<file path="config.mk">
export PLATFORM = sky130hd
export DESIGN_NAME = football_kick_ctrl
export DESIGN_NICKNAME = d
export VERILOG_FILES = /design/src/rtl/football_kick_ctrl.sv
export SDC_FILE = /design/constraint.sdc
export NUM_CORES = 1
export LEC_CHECK = 0
export BUFFER_PORTS_ARGS = -buffer_cell sky130_fd_sc_hd__buf_2
export CAP_MARGIN = 5
export CELL_PAD_IN_SITES_DETAIL_PLACEMENT = 0
export CELL_PAD_IN_SITES_GLOBAL_PLACEMENT = 1
export CORE_MARGIN = 5
export CORE_UTILIZATION = 23
export CTS_BUF_LIST = sky130_fd_sc_hd__clkbuf_16
export CTS_CLUSTER_DIAMETER = 150
export DETAILED_ROUTE_END_ITERATION = 8
export GPL_TIMING_DRIVEN = 0
export PLACE_DENSITY_LB_ADDON = 0.2
export SYNTH_ARGS = -nofsm -noshare
export SYNTH_HDL_FRONTEND = slang
export SYNTH_SLANG_ARGS = --single-unit
</file>
<file path="constraint.sdc">
create_clock -name clk -period 2.2 [get_ports clk]
set_input_delay 0.11 -clock clk [delete_from_list [all_inputs] [get_ports clk]]
set_output_delay 0.11 -clock clk [all_outputs]
set_load 0.005 [all_outputs]
</file>
<file path="src/rtl/football_kick_ctrl.sv">
// Kick controller: registers the robot sensor, decodes a fire decision,
// debounces it, then drives a fixed-width kick pulse followed by a cooldown.
module football_kick_ctrl #(
  parameter int DEB_CYCLES  = 3,
  parameter int KICK_CYCLES = 4,
  parameter int COOL_CYCLES = 8
) (
  input  logic       clk,
  input  logic       rst_n,
  input  logic       enable,
  input  logic [2:0] sensor,
  output logic       decision,
  output logic       kick,
  output logic       busy,
  output logic [1:0] state,
  output logic [7:0] kick_count
);

  typedef enum logic [1:0] {
    IDLE     = 2'd0,
    DEBOUNCE = 2'd1,
    KICK     = 2'd2,
    COOLDOWN = 2'd3
  } state_t;

  localparam logic [3:0] DEB_LAST  = 4'(DEB_CYCLES - 1);
  localparam logic [3:0] KICK_LAST = 4'(KICK_CYCLES - 1);
  localparam logic [7:0] COOL_LAST = 8'(COOL_CYCLES - 1);

  state_t     cur, nxt;
  logic [2:0] s_q;
  logic [3:0] deb_cnt, deb_nxt;
  logic [3:0] kick_cnt, kick_nxt;
  logic [7:0] cool_cnt, cool_nxt;

  always_comb begin
    case (s_q)
      3'b010, 3'b101, 3'b110, 3'b111: decision = 1'b1;
      default:                        decision = 1'b0;
    endcase
  end

  always_comb begin
    nxt      = cur;
    deb_nxt  = deb_cnt;
    kick_nxt = kick_cnt;
    cool_nxt = cool_cnt;
    case (cur)
      IDLE: begin
        if (enable && decision) begin
          nxt     = DEBOUNCE;
          deb_nxt = 4'd1;
        end
      end
      DEBOUNCE: begin
        if (!enable || !decision) begin
          nxt     = IDLE;
          deb_nxt = 4'd0;
        end else if (deb_cnt == DEB_LAST) begin
          nxt      = KICK;
          deb_nxt  = 4'd0;
          kick_nxt = 4'd0;
        end else begin
          deb_nxt = deb_cnt + 4'd1;
        end
      end
      // sensor and enable are deliberately ignored once the kick is committed
      KICK: begin
        if (kick_cnt == KICK_LAST) begin
          nxt      = COOLDOWN;
          cool_nxt = 8'd0;
        end else begin
          kick_nxt = kick_cnt + 4'd1;
        end
      end
      COOLDOWN: begin
        if (cool_cnt == COOL_LAST) nxt = IDLE;
        else                       cool_nxt = cool_cnt + 8'd1;
      end
      default: nxt = IDLE;
    endcase
  end

  always_ff @(posedge clk or negedge rst_n) begin
    if (!rst_n) begin
      cur        <= IDLE;
      s_q        <= 3'b000;
      deb_cnt    <= 4'd0;
      kick_cnt   <= 4'd0;
      cool_cnt   <= 8'd0;
      kick       <= 1'b0;
      busy       <= 1'b0;
      kick_count <= 8'd0;
    end else begin
      cur      <= nxt;
      s_q      <= sensor;
      deb_cnt  <= deb_nxt;
      kick_cnt <= kick_nxt;
      cool_cnt <= cool_nxt;
      // outputs registered from next state so they track state exactly
      kick     <= (nxt == KICK);
      busy     <= (nxt == KICK) || (nxt == COOLDOWN);
      if (cur == DEBOUNCE && nxt == KICK && kick_count != 8'hFF)
        kick_count <= kick_count + 8'd1;
    end
  end

  assign state = cur;

endmodule

</file>
==> results.md <==
* Die ar. at around 8200 um^2
* Critical Path AT at ~2.2 ns
* CP Depth at 7
* Final cell count without fillers at 250
* End point of the critical path: kick_count[1]
* Placed cells at 239
* Crit. End Element: flip-flop
* Clk sinks at 30
* Worst Hold Class: primary input to flip-flop
* Initial Utilization at a little under a quarter
* Htree depth at 2
* CTS tree: built
* Post-synth top cells: 30 x dfrtp_1, 13 x nor2_1, 10 x nand2_1, 10 x nand3_1, 7 x inv_1
* Vias per cell at roughly 4.6
* Number of synthesis warnings at 0
* Clk root buf: clkbuf_16
* Post-synth EDFFs at 0
* Area of the multi-input gates at 690.7 um^2
* Mapped Avg Cell Area at between 10 and 15 um^2
* Period minus WS final at around 2.0 ns
* Antenna violations before repair at 0
* Post-synth top area cell: dfrtp_1
* Post-synthesis register bit count at 30
* Max Cap Viol at 0
* DRT antenna net count at 0
* Asr flop ratio synth at between 90% and 100%
* Slew HR at approximately half
* Final WL at around 3100 um
* GRT Total Usage at 8.617%
* Hold Vio Cnt, Final at 0
* Lkg Pwr at 0.8173 nW
* End of the worst register-to-register path: kick_count[1]
* RSZ-0062 raised after global routing: no
* Average wire per standard cell at 12.55 um
* Row count at 29
* CP startpoint: deb_cnt[0]
* Initial DRT Pass Iterations at 4
* Die W at ~90 um
* PostCTS Resize Cnt at 0
* Synthesized cell area at approximately 1500 um^2
* First-pass GRT wire length at 5706 um
* Switching Share at between 30% and 40%
* Worst R2R Setup Slack at between 0.15 and 0.2 ns
* Post-synthesis net count at between 150 and 200
* Core ar. at 6314 um^2
* Pwr per Cell Area at between 1000 and 1500 nW/um^2
* Internal at between 1 and 1.5 mW
* Vias in the first global route at 1250
* Worst skew pair latency at 0.27 ns
* Top cell type's share of synthesized area at between 50% and 60%
* Most area-consuming cells after synthesis: dfrtp_1 51%, ha_1 4.2%, xnor2_1 3.5%
* Slew Viols, Final at 0
* Cells along the critical path: inv_1 -> ha_1 -> nand4bb_1 -> or3_1 -> clkbuf_2 -> nor2_1 -> mux2_2
* DP HPWL at roughly 2300 um
* Reg2Reg Depth at 7
* Largest net degree at the start of global routing at 31
* Crit share post-route at 90.98%
* Filler cells at between 600 and 700
* Crit-path leading delay family: simple AND/OR/NAND/NOR gates
* Area grow syn2layout at 25.97%
* Least-Margin Pin Slew at 0.7538 ns
* Comb power frac at between 20 and 25%
* TritonCTS Buffers at 5
* Worst slack, placed at 0.2090 ns
* Status: finished clean
* Synth Instances at roughly 140
* Hold WS at ~0.29 ns
* Distinct cells, synth at 34
* Die H at approximately 90 um
* DRC Markers at 0
* Most common cell in the netlist: dfrtp_1
* Setup Fix Bufs, Post-CTS at 0
* Crit-path max FO at 8
* Clk pwr share at 35.5%
* Tot Pwr at between 2 and 2.5 mW
* Worst r2r src: deb_cnt[0]
* # hold bufs at CTS at 4
* Gpl congestion at approximately 0.75
* WS Path Type: flip-flop to flip-flop
* # setup viols final at 0
* Clock transition at path regs at ~0.050 ns
* # nets final at between 150 and 200
* Startpoint types: flip-flop
* Top-Level Pins at 19
* I/O Buffers at 18
* NetSw at ~0.65 mW
* Diodes inserted at 0
* Post-synth top flop: dfrtp_1
* Reg area at around 750 um^2
* Sequential share of power at ~40%
* Count of buffer and inverter cells on the critical path at 2
* Clk_skew at slightly above 0.003 ns
* Worst path max stage delay at 0.42 ns
* Share of layout cells above drive strength 1 at around 18%
* Final worst slack at ~0.2 ns
* Register area share after synthesis at between 50% and 60%
* Setup TNS at 0 ns
* Via count at ~1100
* Worst path required time at between 2 and 2.5 ns
* GR Overflow Total at 0
* Initial DRC Count at 29
* Critical path's slowest cell: dfrtp_1
* Max IR drop VDD at approximately 0.37 mV
* Fmax at approximately 0.5 GHz
* Clock tree buffer depth at 2
-- per-layer routing --
metal  vias up  wire length, um  global-route usage (%)
li1        574                -                       -
met1       545             1492                   10.36
met2        21             1495                   13.90
met3         2              132                   3.417
met4         0               19                   3.102
met5         -                0                       0
-- state kept, by name, indices dropped and copies added (netlist names) --
register and count:
cool_cnt 8, kick 1, busy 1, state 1, s_q 3, kick_count 8
deb_cnt 4, kick_cnt 4
-- placed cells by master (no fill, tap or decap), types with 2 or more instances in the layout --
cell | synthesis | layout
dfrtp_1 | 30 | 30
a211oi_1 | 3 | 3
nor2b_1 | 2 | 2
mux2i_1 | 2 | 2
a21oi_1 | 6 | 6
clkbuf_16 | 0 | 5
ha_1 | 5 | 5
nand2_1 | 10 | 10
nor4_1 | 5 | 5
inv_1 | 7 | 7
nand2b_1 | 3 | 3
o21ai_0 | 6 | 6
nand3_1 | 10 | 10
mux2_2 | 2 | 2
nor3b_1 | 5 | 5
xor2_1 | 6 | 6
xnor2_1 | 6 | 6
nor2_1 | 13 | 13
or3_1 | 3 | 3
dlygate4sd3_1 | 0 | 4
nor3_1 | 4 | 4
a2111oi_0 | 2 | 2
buf_2 | 0 | 18
-- worst register-to-register path, delay by kind of cell, from the launching register on --
family,cells,cell delay (ns)
AND/OR/NAND/NOR,3,0.70
multiplexers,1,0.35
adder cells (fa/ha/maj),1,0.16
buffers and inverters,2,0.25
flip-flops,1,0.42
-- through the flow --
| stage | util, % | cell area, um^2 |
|---|---|---|
| detailed placement | 26.46 | 1670 |
| finish | 29.61 | 1869 |
| CTS | 29.61 | 1869 |
| global route | 29.61 | 1869 |
| global placement | 26.46 | 1670 |
| floorplan | - | 1484 |
-- layout make-up --
type / instances / share of cell area [%]
tap: 77 / 5.154
multi-input combinational: 104 / 36.95
clock buffer: 5 / 6.693
buffer: 3 / 0.8701
timing repair buffer: 22 / 6.961
clock inverter: 2 / 1.807
inverter: 7 / 1.406
sequential: 30 / 40.16
-- cells by family (layout without fill, tap and decap cells) --
logic type	after synthesis	in the layout	share of synthesized area, %
xor gates and xnor gates	12	12	7.083
DFF	30	30	50.59
AOI/OAI and AO/OA	22	22	9.697
muxes	4	4	2.867
and+or+nand+nor	61	61	22.68
buffers and inverters	10	39	2.867
adders and majority gates	5	5	4.216
-- worst min-delay path by stage --
stage	cells past startpoint	slack [ns]	start	end
global route	4	0.31	enable	deb_cnt[0]
finish	4	0.29	enable	deb_cnt[0]
CTS	4	0.29	enable	deb_cnt[0]
global placement	1	0.19	rst_n	cool_cnt[7]
detailed placement	1	0.20	rst_n	cool_cnt[7]
floorplan	0	-0.19	rst_n	busy
-- power groups by stage --
| stage | Combinational (mW) | Sequential [mW] | Clock (mW) |
|---|---|---|---|
| floorplan | 0.377 | 0.822 | 0 |
| global placement | 0.516 | 0.853 | 0 |
| detailed placement | 0.527 | 0.860 | 0 |
| CTS | 0.536 | 0.851 | 0.779 |
| global route | 0.608 | 0.872 | 0.806 |
| finish | 0.525 | 0.850 | 0.757 |
No activity file was read; power rests on OpenSTA's default activity.
